**config.mk**
```make
export PLATFORM = sky130hd
export DESIGN_NAME = tick_scheduler_flat
export DESIGN_NICKNAME = d
export VERILOG_FILES = /design/src/rtl/tick_scheduler_pkg.sv /design/src/rtl/tick_scheduler_if.sv /design/src/rtl/tick_scheduler_watchdog.sv /design/src/rtl/tick_scheduler.sv /design/src/flat_wrapper.sv
export SDC_FILE = /design/constraint.sdc
export NUM_CORES = 1
export LEC_CHECK = 0
export BUFFER_PORTS_ARGS = -buffer_cell sky130_fd_sc_hd__buf_2
export CORE_ASPECT_RATIO = 2
export CORE_UTILIZATION = 50
export CTS_CLUSTER_SIZE = 40
export DETAILED_ROUTE_END_ITERATION = 6
export GPL_TIMING_DRIVEN = 0
export PLACE_DENSITY = 0.71
export SYNTH_ARGS = -nofsm -noshare
export SYNTH_HDL_FRONTEND = slang
export SYNTH_HIERARCHICAL = 1
export SYNTH_SLANG_ARGS = --single-unit
```
**constraint.sdc**
```tcl
create_clock -name clk -period 3.4 [get_ports clk]
set_input_delay 0.34 -clock clk [delete_from_list [all_inputs] [get_ports clk]]
set_output_delay 0.34 -clock clk [all_outputs]
set_load 0.005 [all_outputs]
```
**src/rtl/tick_scheduler_pkg.sv**
```systemverilog
// tick_scheduler_pkg: shared types and default widths for the tick scheduler.
package tick_scheduler_pkg;
    localparam int DEF_TICK_W    = 8;
    localparam int DEF_TIMEOUT_W = 16;
    localparam logic [DEF_TICK_W-1:0] TICK_IDLE = '1;
    typedef enum logic [2:0] {
        S_IDLE,
        S_SPK_START,
        S_SPK_WAIT,
        S_ODIN_START,
        S_ODIN_WAIT,
        S_DONE
    } sched_state_e;
endpackage

```
**src/rtl/tick_scheduler_if.sv**
```systemverilog
// tick_scheduler_if: config, core handshake and status signals of the tick scheduler.
//   slave  : the scheduler (takes start/abort/config/dones, drives starts/tick/status)
//   master : the CPU-side config plus the two cores
interface tick_scheduler_if #(
    parameter int TICK_W    = tick_scheduler_pkg::DEF_TICK_W,
    parameter int TIMEOUT_W = tick_scheduler_pkg::DEF_TIMEOUT_W
);
    logic                 start_i;
    logic                 abort_i;
    logic [TICK_W-1:0]    num_ticks_i;
    logic [TIMEOUT_W-1:0] timeout_i;
    logic                 spikecore_start_o;
    logic                 spikecore_done_i;
    logic                 odin_start_o;
    logic                 odin_done_i;
    logic [TICK_W-1:0]    tick_o;
    logic                 next_tick_o;
    logic                 busy_o;
    logic                 inference_done_o;
    logic                 error_o;
    modport slave (
        input  start_i, abort_i, num_ticks_i, timeout_i, spikecore_done_i, odin_done_i,
        output spikecore_start_o, odin_start_o, tick_o, next_tick_o, busy_o,
               inference_done_o, error_o
    );
    modport master (
        output start_i, abort_i, num_ticks_i, timeout_i, spikecore_done_i, odin_done_i,
        input  spikecore_start_o, odin_start_o, tick_o, next_tick_o, busy_o,
               inference_done_o, error_o
    );
endinterface

```
**src/rtl/tick_scheduler_watchdog.sv**
```systemverilog
// tick_scheduler_watchdog: per-phase cycle counter that flags when a WAIT phase runs too long.
//   clear_i   : zero the counter (asserted the cycle before a WAIT phase)
//   en_i      : high during WAIT cycles; counter advances and expiry is evaluated
//   limit_i   : WAIT cycles allowed; 0 disables expiry
//   expired_o : this WAIT cycle is the last one allowed
module tick_scheduler_watchdog
    import tick_scheduler_pkg::*;
#(
    parameter int TIMEOUT_W = DEF_TIMEOUT_W
) (
    input  logic                 clk,
    input  logic                 rst,
    input  logic                 clear_i,
    input  logic                 en_i,
    input  logic [TIMEOUT_W-1:0] limit_i,
    output logic                 expired_o
);
    logic [TIMEOUT_W-1:0] cnt_q, cnt_d;
    assign cnt_d = clear_i ? '0 : en_i ? cnt_q + 1'b1 : cnt_q;
    // cnt_q counts WAIT cycles already elapsed, so the limit-th cycle is the final one
    assign expired_o = en_i && (limit_i != '0) && (cnt_q == limit_i - 1'b1);
    always_ff @(posedge clk or posedge rst) begin
        if (rst) cnt_q <= '0;
        else     cnt_q <= cnt_d;
    end
endmodule

```
**src/rtl/tick_scheduler.sv**
```systemverilog
// tick_scheduler: counts an inference down tick by tick, starting spike core then ODIN core.
//   clk, rst : clock, asynchronous active-high reset
//   bus      : start/abort/num_ticks/timeout config, core start/done handshakes,
//              tick index, next_tick pulse, busy, inference_done pulse, sticky error
module tick_scheduler
    import tick_scheduler_pkg::*;
#(
    parameter int TICK_W    = DEF_TICK_W,
    parameter int TIMEOUT_W = DEF_TIMEOUT_W
) (
    input  logic          clk,
    input  logic          rst,
    tick_scheduler_if.slave bus
);
    sched_state_e         state_q, state_d;
    logic [TICK_W-1:0]    tick_q, tick_d;
    logic [TIMEOUT_W-1:0] limit_q, limit_d;
    logic                 error_q, error_d;
    logic                 next_tick_q, next_tick_d;
    logic                 wd_expired;
    tick_scheduler_watchdog #(.TIMEOUT_W(TIMEOUT_W)) u_wd (
        .clk      (clk),
        .rst      (rst),
        .clear_i  (state_q == S_SPK_START || state_q == S_ODIN_START),
        .en_i     (state_q == S_SPK_WAIT || state_q == S_ODIN_WAIT),
        .limit_i  (limit_q),
        .expired_o(wd_expired)
    );
    always_ff @(posedge clk or posedge rst) begin
        if (rst) begin
            state_q     <= S_IDLE;
            tick_q      <= '1;
            limit_q     <= '0;
            error_q     <= 1'b0;
            next_tick_q <= 1'b0;
        end else begin
            state_q     <= state_d;
            tick_q      <= tick_d;
            limit_q     <= limit_d;
            error_q     <= error_d;
            next_tick_q <= next_tick_d;
        end
    end
    always_comb begin
        state_d     = state_q;
        tick_d      = tick_q;
        limit_d     = limit_q;
        error_d     = error_q;
        next_tick_d = 1'b0;
        // abort outranks any done or watchdog event arriving in the same cycle
        if (bus.abort_i && state_q != S_IDLE) begin
            state_d = S_IDLE;
            tick_d  = '1;
        end else begin
            case (state_q)
                S_IDLE: if (bus.start_i) begin
                    limit_d = bus.timeout_i;
                    error_d = 1'b0;
                    state_d = (bus.num_ticks_i == '0) ? S_DONE : S_SPK_START;
                    tick_d  = (bus.num_ticks_i == '0) ? tick_q : bus.num_ticks_i - 1'b1;
                end
                S_SPK_START:  state_d = S_SPK_WAIT;
                S_SPK_WAIT: if (bus.spikecore_done_i) state_d = S_ODIN_START;
                    else if (wd_expired) begin
                        error_d = 1'b1;
                        state_d = S_DONE;
                    end
                S_ODIN_START: state_d = S_ODIN_WAIT;
                S_ODIN_WAIT: if (bus.odin_done_i) begin
                        state_d     = (tick_q == '0) ? S_DONE : S_SPK_START;
                        tick_d      = (tick_q == '0) ? tick_q : tick_q - 1'b1;
                        next_tick_d = (tick_q != '0);
                    end else if (wd_expired) begin
                        error_d = 1'b1;
                        state_d = S_DONE;
                    end
                S_DONE: begin
                    tick_d  = '1;
                    state_d = S_IDLE;
                end
                default: state_d = S_IDLE;
            endcase
        end
    end
    always_comb begin
        bus.spikecore_start_o = (state_q == S_SPK_START);
        bus.odin_start_o      = (state_q == S_ODIN_START);
        bus.busy_o            = (state_q != S_IDLE);
        bus.inference_done_o  = (state_q == S_DONE);
        bus.tick_o            = tick_q;
        bus.next_tick_o       = next_tick_q;
        bus.error_o           = error_q;
    end
endmodule
```
**src/flat_wrapper.sv**
```systemverilog
// flat-port wrapper written by rule: the top's interface ports become plain ports
module tick_scheduler_flat import tick_scheduler_pkg::*;
#(
    parameter int TICK_W    = DEF_TICK_W,
    parameter int TIMEOUT_W = DEF_TIMEOUT_W
)
  (clk, rst, bus_start_i, bus_abort_i, bus_num_ticks_i, bus_timeout_i, bus_spikecore_done_i, bus_odin_done_i, bus_spikecore_start_o, bus_odin_start_o, bus_tick_o, bus_next_tick_o, bus_busy_o, bus_inference_done_o, bus_error_o);
  tick_scheduler_if #(.TICK_W(TICK_W), .TIMEOUT_W(TIMEOUT_W)) bus_i ();
  input  logic clk;
  input  logic rst;
  input wire logic [$bits(bus_i.start_i)-1:0] bus_start_i;
  input wire logic [$bits(bus_i.abort_i)-1:0] bus_abort_i;
  input wire logic [$bits(bus_i.num_ticks_i)-1:0] bus_num_ticks_i;
  input wire logic [$bits(bus_i.timeout_i)-1:0] bus_timeout_i;
  input wire logic [$bits(bus_i.spikecore_done_i)-1:0] bus_spikecore_done_i;
  input wire logic [$bits(bus_i.odin_done_i)-1:0] bus_odin_done_i;
  output wire logic [$bits(bus_i.spikecore_start_o)-1:0] bus_spikecore_start_o;
  output wire logic [$bits(bus_i.odin_start_o)-1:0] bus_odin_start_o;
  output wire logic [$bits(bus_i.tick_o)-1:0] bus_tick_o;
  output wire logic [$bits(bus_i.next_tick_o)-1:0] bus_next_tick_o;
  output wire logic [$bits(bus_i.busy_o)-1:0] bus_busy_o;
  output wire logic [$bits(bus_i.inference_done_o)-1:0] bus_inference_done_o;
  output wire logic [$bits(bus_i.error_o)-1:0] bus_error_o;
  assign bus_i.start_i = bus_start_i;
  assign bus_i.abort_i = bus_abort_i;
  assign bus_i.num_ticks_i = bus_num_ticks_i;
  assign bus_i.timeout_i = bus_timeout_i;
  assign bus_i.spikecore_done_i = bus_spikecore_done_i;
  assign bus_i.odin_done_i = bus_odin_done_i;
  assign bus_spikecore_start_o = bus_i.spikecore_start_o;
  assign bus_odin_start_o = bus_i.odin_start_o;
  assign bus_tick_o = bus_i.tick_o;
  assign bus_next_tick_o = bus_i.next_tick_o;
  assign bus_busy_o = bus_i.busy_o;
  assign bus_inference_done_o = bus_i.inference_done_o;
  assign bus_error_o = bus_i.error_o;
  tick_scheduler #(.TICK_W(TICK_W), .TIMEOUT_W(TIMEOUT_W)) u_core (.clk(clk), .rst(rst), .bus(bus_i));
endmodule
```
## Word-level counts from Yosys, hierarchy flattened

Index checks and enable logic that the tools add are counted.

| word-level totals | value |
|---|---|
| output and inout port bits | 14 |
| register bits | 45 |

| operators by class | value |
|---|---|
| equal/unequal tests | 13 |
| multiplexer cells | 24 |
| bitwise operators | 1 |
| reduce and logical (&&, ||, !) cells | 17 |
| $add $sub $neg | 4 |

Operator list:

| cell | count |
|---|---|
| two-way mux 8 bit | 5 |
| two-way mux 16 bit | 2 |
| case mux 8 bit (3 select lines) | 1 |
| two-way mux 3 bit | 7 |
| adder 16 x 1 -> 16 bit, second input constant | 1 |
| equality test 16 bit | 1 |
| logical NOT 8 bit | 2 |
| nonzero test 16 bit | 1 |
| subtractor 16 x 1 -> 16 bit, second input constant | 1 |
| subtractor 8 x 1 -> 8 bit, second input constant | 2 |
| case mux 3 bit (5 select lines) | 1 |
| AND reduction 5 bit | 2 |
| nonzero test 8 bit | 1 |
| two-way mux 1 bit | 7 |
| equality test 3 x 2 -> 1 bit, second input constant | 2 |
| equality test 3 bit, second input constant | 2 |
| inequality test 2 bit, second input constant | 3 |
| inequality test 3 x 2 -> 1 bit, second input constant | 2 |
| inequality test 3 bit, second input constant | 2 |
| nonzero test 3 bit | 2 |
| nonzero test 4 bit | 1 |
| equality test 3 x 1 -> 1 bit, second input constant | 1 |
| logical AND 1 bit | 3 |
| logical NOT 3 bit | 1 |
| 5 further kinds | 6 |

## Longest topological paths before layout

Gate-level depths: netlist of run 1.

| depth | value |
|---|---|
| depth in word-level cells | 8 |
| depth in mapped cells | 13 |
| gate-level depth less buffers | 13 |

## Hierarchy

The synthesis of run 1 kept the hierarchy.

Modules (own cells, without submodules):

| module | cells an instance | area an instance (um^2) | instances |
|---|---|---|---|
| tick_scheduler | 168 | 1800.5 | 1 |
| tick_scheduler_watchdog | 168 | 1418.9 | 1 |

## Least setup slack after synthesis of run 1

Ideal clock, no wire load.

| timing path | value |
|---|---|
| path kind | register to register |
| start | reg u_core.state_q[1] |
| end | reg u_core.tick_q[4] (netlist: u_core/bus.tick_o[4]) |
| data required time | 3305 ps |
| slack | 808 ps |
| cell stages (with the launch flop) | 11 |
| library setup time | 95 ps |
| arrival | 2497 ps |
| path buffers | 2 |
| path through | dfrtp_1 clkbuf_8 nor3b_2 buf_4 mux2i_1 ha_1 nor3b_1 a21oi_1 a311o_2 a21oi_1 a31oi_1 |

| on the way | value |
|---|---|
| cells in the longest elaborated chain, start to end | 4 |
| elaborated cells on any way between the ends | 13 |
| those cells by class | eq/ne: 6; mux: 2; reduce/logical: 5 |

RTL lines:

| item | RTL line | source |
|---|---|---|
| start: declaration | tick_scheduler.sv:15 | `sched_state_e state_q, state_d;` |
| start signal: assignment | tick_scheduler.sv:37 | `state_q <= state_d;` |
| nonzero test 3 bit | tick_scheduler.sv:51 | `if (bus.abort_i && state_q != S_IDLE) begin` |
| logical AND 1 bit | tick_scheduler.sv:51 |  |
| inequality test 3 bit (no source line), or another cell as far along | n/a |  |
| AND reduction 5 bit (no source line) | n/a |  |
| end signal: assignment | tick_scheduler.sv:38 | `tick_q <= tick_d;` |
| end: declaration | tick_scheduler.sv:16 | `logic [TICK_W-1:0] tick_q, tick_d;` |

Several ways; a longest one is shown, not always the timed one.
A chain may end at the register's enable or synchronous reset.

## Final worst setup path of run 1

| timing path | value |
|---|---|
| start | reg u_core.state_q[2] |
| end | reg u_core.tick_q[4] (netlist: u_core/bus.tick_o[4]) |

The elaborated chain is that of the path after synthesis.

==> impl_metrics.tcl, run 1 <==
set metrics [dict create \
    status "finished, final reports clean" \
    synth_fp_nets 370 \
    synthMuxAreaShare_pct 8.12 \
    ys.flop_type "dfrtp_1" \
    maxSlewHeadroom_pct 23.2 \
    clockBufferDepth 2 \
    wl_per_cell_um 17.1 \
    cts_resized 0 \
    synthAdderAreaFrac_pct 1.87 \
    critPathKind "reg2reg" \
    post-synth-top-area-cell "dfrtp_1" \
    cts_hold_buf 0 \
    dpl.cell_count 465 \
    finalHoldViolations 0 \
    crit_top_cell "a21oi_1" \
    crit_chain "clkbuf_8 > nor3b_2 > buf_4 > mux2i_1 > ha_1 > nor3b_1 > a21oi_1 > a311o_2 > a21oi_1 > a31oi_1" \
    crit_slowest_cell "nor3b_2" \
    final_common_cell "buf_2" \
    die_area_um2 6780 \
    hp-class "in2async" \
    whs_ns 0.129 \
    p_leak_nw 1.52 \
    gr-total-overflow 0 \
    period_share_pct 92.5 \
    fin_tns_setup_ns 0 \
    antenna_found_initial 0 \
    skew_ns 0.00718 \
    cts_tree "done" \
    peakVddDrop_v 0.000411 \
    initial_utilization_pct 51.4 \
    drtIter0Drc 177 \
    grt_pass1_vias 2747 \
    fmax_mhz 318 \
    cp.arrival_ns 3.33 \
    portBuffers 43 \
    p_per_area_nw_per_um2 751 \
    fin_cells 473 \
    clkSinkCount 45 \
    path_max_fanout 10 \
    ys_top_cells_by_area "dfrtp_1 (29%), dfstp_2 (6.5%), mux2_2 (5.6%), xnor2_1 (4.6%), xor2_1 (4.1%)" \
    post_dp_cell_area_um2 3540 \
    chipWidth_um 58.7 \
    vias_per_cell 5.85 \
    first_pass_iters 4 \
    place_congestion 0.918 \
    finalCriticalPeriod_ns 3.15 \
    critPathCaptureType "register" \
    r2r_cells 10 \
    synth-xor-area-share_pct 8.71 \
    r2r_setup_slack_ns 0.25 \
    layout.nets 420 \
    synth_top_family_by_area "simple AND/OR/NAND/NOR gates" \
    worstPathRequired_ns 3.58 \
    maxCapViolations 0 \
    synthSimpleGateAreaFrac_pct 23.6 \
    clk_pin_slew_ns 0.06 \
    cts_made_buffers 5 \
    core_um2 6260 \
    critPathMaxStageDelay_ns 0.56 \
    synth_area_um2 3220 \
    num_rows 41 \
    synth_edf_count 0 \
    post-cts-setup-buffer-count 0 \
    synth.ff_latch_count 45 \
    cts_root_buffer "clkbuf_16" \
    grt_pass1_wl_um 12800 \
    antennaDiodeCount 0 \
    finalSetupViolCount 0 \
    ant_nets 0 \
    final_max_slew_viol_count 0 \
    synth_top_cell_area_share_pct 28.8 \
    power_mw 2.77 \
    start_kind "register" \
    htreeDepth 2 \
    rsz0062_at_grt "false" \
    async_reset_ff_share_pct 100 \
    num_io_pins 44 \
    clk_latency_ns 0.29 \
    die_y_um 115 \
    layout_common_cells "buf_2 (44), dfrtp_1 (37), nor2_1 (28)" \
    seq_area_frac_synth_pct 35.3 \
    postRouteWirelength_um 8090 \
    grtUsageTotal_pct 25.3 \
    synth-compound-area-share_pct 15.3 \
    fin_area_um2 3680 \
    drc 0 \
    rr_startpoint "u_core/state_q[2]" \
    worstMarginPinSlew_ns 1.15 \
    final_layout_size_suffix_gt1_share_pct 27.1 \
    avgSynthCellArea_um2 9.58 \
    via_count 2766 \
    dp_hpwl_um 6190 \
    grt_max_degree 30 \
    synth_cell_types 69 \
    syn_inst 336 \
    syn_to_final_growth_pct 14.3 \
    yosys_warnings 6 \
    r2r_end "u_core/bus.tick_o[4]" \
]
[synthesized netlist by cell type, types with 5 or more instances]
library cell  count
or3_1            10
nand2_1          14
clkbuf_1          6
mux2_2           16
inv_1            16
nand4_1          12
dfrtp_1          37
clkbuf_8          6
a31oi_1           6
dfstp_2           8
nand3_1           6
xor2_1           15
xnor2_1          17
mux2i_1           7
a21oi_1          22
nor4_1            5
nor2_1           28
o21ai_0          12
nor3_1           14
[through the flow]
step	util (%)	setup WS, ns
2_1_floorplan	-	0.808
3_3_place_gp	56.6	0.296
3_5_place_dp	56.6	0.299
4_1_cts	58.8	0.284
5_1_grt	58.8	0.0125
6_report	58.8	0.254
[worst max-delay path by stage]
stage / endpoint / slack [ns] / startpoint
global placement: u_core/state_q[2] / 0.30 / u_core/limit_q[0]
finish: u_core/bus.tick_o[4] / 0.25 / u_core/state_q[2]
floorplan: u_core/bus.tick_o[4] / 0.81 / u_core/state_q[1]
CTS: u_core/bus.tick_o[4] / 0.28 / u_core/state_q[2]
global route: u_core/bus.tick_o[4] / 0.01 / u_core/state_q[2]
detailed placement: u_core/bus.tick_o[4] / 0.30 / u_core/state_q[2]
[worst max-delay path: cells and delay by family (launching register included)]
family,cells,cell delay (ns)
mux,1,0.25
flops,1,0.41
simple gates,2,0.84
buf+inv,2,0.50
fa+ha+maj,1,0.36
compound gates,4,0.68
[kinds of logic (layout without fill, tap and decap cells)]
family,after synthesis,after routing
mux,24,24
buf+inv,35,86
xor+xnor,32,32
compound gates,71,71
simple gates,124,124
fa+ha+maj,5,5
flops,45,45
[sequential cells by signal (all words and copies together), names as in the netlist]
signal                  count
u_core/bus.next_tick_o      1
u_core/limit_q             16
u_core/bus.tick_o           8
u_core/u_wd/cnt_q          16
u_core/bus.error_o          1
u_core/state_q              3
[metal layers]
metal / vias to the layer above / GRT usage, % / share of wire (%) / routed length, um
met2: 82 / 48.4 / 57 / 4630
met4: 0 / 17.5 / 4.7 / 378
li1: 1331 / - / - / -
met1: 1327 / 23.2 / 35 / 2840
met5: - / 0 / 0 / 0
met3: 26 / 3.68 / 3.0 / 246
[power breakdown]
group | internal (mW) | switching (mW)
logic | 0.630 | 0.671
registers | 0.741 | 0.249
clock network | 0.270 | 0.204
[final cells by class]
type / instances / area [um^2]
Sequential cell: 45 / 1140
Clock buffer: 6 / 129
Timing Repair Buffer: 43 / 215
Fill cell: 593 / 2580
Buffer: 19 / 170
Inverter: 16 / 60.1
Clock inverter: 2 / 10.0
Tap cell: 86 / 108
Multi-Input combinational cell: 256 / 1850
Note: power is estimated with default switching activity, not from simulation.
==> run 2, diff against run 1 <==
--- a/config.mk
+++ b/config.mk
@@ -11,7 +11,7 @@
 export CTS_CLUSTER_SIZE = 40
 export DETAILED_ROUTE_END_ITERATION = 6
 export GPL_TIMING_DRIVEN = 0
-export PLACE_DENSITY = 0.71
+export PLACE_DENSITY = 0.74
 export SYNTH_ARGS = -nofsm -noshare
 export SYNTH_HDL_FRONTEND = slang
 export SYNTH_HIERARCHICAL = 1
==> constraint.sdc (replaced) <==
create_clock -name clk -period 2.6 [get_ports clk]
set_input_delay 0.26 -clock clk [delete_from_list [all_inputs] [get_ports clk]]
set_output_delay 0.26 -clock clk [all_outputs]
set_load 0.005 [all_outputs]
==> run 2 against run 1 <==
- the run now ends with setup timing left
- via count is 3.6% higher
- worst setup slack lost 0.36 ns
- die area stayed put
==> impl_metrics.tcl, run 2 (synthesis results as in run 1) <==
set metrics [dict create \
    status "finished, violations left" \
    violations "setup timing" \
    final_layout_size_suffix_gt1_share_pct 35.8 \
    core_um2 6260 \
    antennaDiodeCount 0 \
    internal_power_mw 2.35 \
    maxCapViolations 0 \
    fmax_mhz 369 \
    drtIter0Drc 224 \
    cts_root_buffer "clkbuf_16" \
    period_share_pct 104 \
    p_sw_mw 1.59 \
    portBuffers 43 \
    num_rows 41 \
    final_max_slew_viol_count 0 \
    netSwitchingFraction_pct 40.4 \
    clockBufferDepth 2 \
    grtUsageTotal_pct 26.8 \
    fin_area_um2 3950 \
    postRouteWirelength_um 8640 \
    die_y_um 115 \
    critPathKind "reg2reg" \
    grt_max_degree 30 \
    grt_pass1_vias 2902 \
    clk_pin_slew_ns 0.06 \
    power_mw 3.95 \
    post_dp_cell_area_um2 3540 \
    via_count 2865 \
    cp.arrival_ns 2.90 \
    wl_per_cell_um 17.6 \
    syn_to_final_growth_pct 22.7 \
    clk_latency_ns 0.29 \
    clkSinkCount 45 \
    drc 0 \
    cts_tree "done" \
    worstMarginPinSlew_ns 1.19 \
    initial_utilization_pct 51.4 \
    fin_cells 491 \
    layout.nets 438 \
    cts_made_buffers 5 \
    rsz0062_at_grt "true" \
    hp-class "in2async" \
    place_congestion 0.938 \
    comb_power_share_pct 50.2 \
    peakVddDrop_v 0.000530 \
    finalCriticalPeriod_ns 2.71 \
    cts_hold_buf 0 \
    die_area_um2 6780 \
    num_io_pins 44 \
    skew_ns 0.00723 \
    path_max_fanout 5 \
    utilization_pct 63.1 \
    antenna_found_initial 0 \
    power_frac_seq_pct 33.5 \
    layout_common_cells "buf_2 (44), dfrtp_1 (34), nor2_1 (28)" \
    place_ws_ns -0.616 \
    gr-total-overflow 0 \
    worstPathRequired_ns 2.79 \
    ant_nets 0 \
    finalHoldViolations 0 \
    dp_hpwl_um 6270 \
    whs_ns 0.0516 \
    chipWidth_um 58.7 \
    p_leak_nw 1.64 \
    fin_tns_setup_ns -0.181 \
    maxSlewHeadroom_pct 20.7 \
    first_pass_iters 4 \
    vias_per_cell 5.84 \
    dpl.cell_count 465 \
    start_kind "register" \
    htreeDepth 2 \
    p_per_area_nw_per_um2 1000 \
    final_common_cell "buf_2" \
    grt_pass1_wl_um 13500 \
    critPathCaptureType "register" \
    worst_slack_ns -0.107 \
    p_clk_share_pct 16.3 \
    finalSetupViolCount 2 \
]
==> run 2: changes by cell type in the layout (fill, tap and decap cells not counted), sizes merged <==
cell    delta
buf       +18
clkbuf     +2
clkinv     -2
==> run 2: layer usage <==
metal / global-route usage [%] / up-vias / routed length, um
met4: 18.6 / 0 / 421
met2: 51.4 / 92 / 4940
met5: 0 / - / 0
met1: 24.3 / 1377 / 2970
met3: 4.02 / 34 / 310
li1: - / 1362 / -
==> run 2: worst paths after layout <==
| kind | start | end | slack, ns | cells past startpoint |
|---|---|---|---|---|
| max in group asynchronous | rst | u_core/limit_q[0] | 1.53 | 2 |
| max reg2reg | u_core/limit_q[0] | u_core/state_q[2] | -0.11 | 12 |
| min reg2reg | u_core/bus.error_o | u_core/bus.error_o | 0.51 | 2 |
| min | rst | u_core/u_wd/cnt_q[4] | 0.05 | 2 |
| max | u_core/limit_q[0] | u_core/state_q[2] | -0.11 | 12 |
| min in group clk | bus_timeout_i[10] | u_core/limit_q[10] | 0.19 | 2 |
==> run 2: layout make-up <==
cell class / count / area (um^2)
flip-flops and latches: 45 / 1140
repair buffers: 62 / 362
multi-input cells: 256 / 1970
clock buffers: 8 / 146
well taps: 86 / 108
fillers: 524 / 2310
plain buffers: 18 / 165
inverters: 16 / 60.1
==> run 2: worst max-delay path: stages, from the launching register on <==
cell and delay, ns:
dfrtp_2 0.42, buf_6 0.14, or4_4 0.52, nor3b_4 0.27, mux2_4 0.19, mux2i_1 0.07, o21ai_1 0.11, and4bb_1 0.23
inv_2 0.05, o21a_1 0.20, nor3b_2 0.23, a21oi_2 0.05, o32ai_2 0.12
==> run 2: repair_timing <==
action	4_1_cts	5_1_grt
buffers inserted	12	7
gates resized for setup	18	16
hold endpoints to repair	0	0
pin swaps	4	15
setup endpoints to repair	6	8
==> run 2: power by group through the flow <==
stage          Sequential, mW  Combinational [mW]  Clock [mW]
2_1_floorplan            1.22                1.30           0
3_3_place_gp             1.30                1.65           0
3_5_place_dp             1.31                1.69           0
4_1_cts                  1.30                1.89       0.664
5_1_grt                  1.37                2.14       0.690
6_report                 1.32                1.98       0.644
==> run 3, diff against run 2 <==
--- a/config.mk
+++ b/config.mk
@@ -6,12 +6,13 @@
 export NUM_CORES = 1
 export LEC_CHECK = 0
 export BUFFER_PORTS_ARGS = -buffer_cell sky130_fd_sc_hd__buf_2
-export CORE_ASPECT_RATIO = 2
+export CORE_ASPECT_RATIO = 0.75
 export CORE_UTILIZATION = 50
-export CTS_CLUSTER_SIZE = 40
+export CTS_CLUSTER_SIZE = 20
 export DETAILED_ROUTE_END_ITERATION = 6
 export GPL_TIMING_DRIVEN = 0
 export PLACE_DENSITY = 0.74
+export RECOVER_POWER = 50
 export SYNTH_ARGS = -nofsm -noshare
 export SYNTH_HDL_FRONTEND = slang
 export SYNTH_HIERARCHICAL = 1
==> run 3 against run 2 <==
- the flow still finishes with violations (setup timing)
- critical endpoint unchanged
- total power decreased by 8.1%
- clock-buffer cell count decreased by 3
- sequential share of layout area increased by 1.2 points
- non-clock buffer count decreased by 7
- critical path depth unchanged
- core utilization about the same
- clock power decreased by 33%
- first-iteration DRC count decreased by 20%
- largest power group unchanged
- worst setup slack got worse by 0.037 ns
==> impl_metrics.tcl, run 3 (synthesis results as in run 1) <==
set metrics [dict create \
    cts_tree "done" \
    drc 0 \
    clk_pin_slew_ns 0.09 \
    syn_to_final_growth_pct 17.8 \
    power_mw 3.63 \
    cts_hold_buf 0 \
    rr_startpoint "u_core/limit_q[1]" \
    p_leak_nw 1.55 \
    initial_utilization_pct 53.6 \
    worstMarginPinSlew_ns 1.12 \
    antenna_found_initial 0 \
    path_max_fanout 3 \
    peakVddDrop_v 0.000461 \
    num_rows 24 \
    layout_common_cells "buf_2 (42), dfrtp_1 (35), nor2_1 (27)" \
    skew_ns 0.00470 \
    gr-total-overflow 0 \
    cts_root_buffer "clkbuf_8" \
    cts_made_buffers 5 \
    clkSinkCount 45 \
    final_common_cell "buf_2" \
    fillers 525 \
    chipWidth_um 94.7 \
    vias_per_cell 5.95 \
    die_y_um 71.5 \
    critPathCaptureType "register" \
    first_pass_iters 6 \
    grt_pass1_vias 2624 \
    worst_slack_ns -0.145 \
    regArea_um2 1140 \
    core_um2 6010 \
    final_max_slew_viol_count 0 \
    place_ws_ns -0.460 \
    finalHoldViolations 0 \
    die_area_um2 6770 \
    p_per_area_nw_per_um2 958 \
    drtIter0Drc 179 \
    layout.nets 431 \
    maxCapViolations 0 \
    dp_hpwl_um 5910 \
    rsz0062_at_grt "true" \
    wl_per_cell_um 16.9 \
    finalSetupViolCount 3 \
    grt_pass1_wl_um 13300 \
    via_count 2833 \
    whs_ns 0.0152 \
    portBuffers 43 \
    postRouteWirelength_um 8050 \
    fmax_mhz 364 \
    period_share_pct 106 \
    status "finished, violations left" \
    maxSlewHeadroom_pct 25.0 \
    critPathKind "reg2reg" \
    antennaDiodeCount 0 \
    place_congestion 0.910 \
    clockBufferDepth 2 \
    grtUsageTotal_pct 25.5 \
    fin_tns_setup_ns -0.291 \
    htreeDepth 2 \
    ant_nets 0 \
    start_kind "register" \
    grt_max_degree 30 \
    finalCriticalPeriod_ns 2.74 \
    critPathLaunch "u_core/limit_q[1]" \
    hp-class "in2async" \
    final_layout_size_suffix_gt1_share_pct 33.4 \
    worstPathRequired_ns 2.78 \
    num_io_pins 44 \
    clk_latency_ns 0.30 \
    violations "setup timing" \
    multi_input_area_um2 1930 \
    cp.arrival_ns 2.93 \
]
[run 3: final cells by class]
class,instances,area share [%]
clock inverter,3,0.462
multi-input combinational,256,50.9
timing repair buffer,54,7.99
clock buffer,5,1.82
buffer,19,4.62
inverter,16,1.58
sequential,45,30.0
tap,78,2.57
[run 3: final timing paths]
path                                         endpoint  slack, ns  depth (start not counted)
worst max-delay path                u_core/state_q[2]      -0.14                         12
worst min-delay path            u_core/u_wd/cnt_q[10]       0.02                          2
worst max register to register      u_core/state_q[2]      -0.14                         12
worst min register to register     u_core/bus.error_o       0.51                          2
max in group asynchronous           u_core/limit_q[1]       1.62                          2
min in group clk                    u_core/limit_q[6]       0.19                          2
[run 3: layer usage]
metal	GRT usage (%)	share of wire (%)
met1	39.1	49
met3	4.46	7.2
met2	37.6	43
met5	0	0
met4	5.56	0.82
[run 3: where the power goes]
part	switching (mW)	internal, mW
combinational	0.969	0.930
clock	0.247	0.186
sequential	0.331	0.968
[run 3: metrics by stage]
stage | util [%] | cell area (um^2) | cells
after floorplan | - | 3220 | 336
after global placement | 58.8 | 3530 | 457
after detailed placement | 58.8 | 3530 | 457
after CTS | 62.0 | 3720 | 471
after global routing | 63.1 | 3790 | 476
final | 63.1 | 3790 | 476
[run 3: critical path, cell delays in order, from the launching register on]
cell and delay [ns]:
dfrtp_2 0.44, buf_6 0.13, or4_4 0.57, nor3b_4 0.24, mux2_4 0.32, mux2i_1 0.13, o21ai_1 0.08, and4bb_2 0.26
inv_2 0.06, o21a_1 0.16, nor3b_2 0.06, a21oi_1 0.11, o32ai_1 0.09
[run 3: what timing repair did]
| item | CTS | global route |
|---|---|---|
| resized for setup | 15 | 13 |
| setup endpoints to repair | 6 | 8 |
| pin swaps | 8 | 8 |
| setup buffers | 6 | 5 |
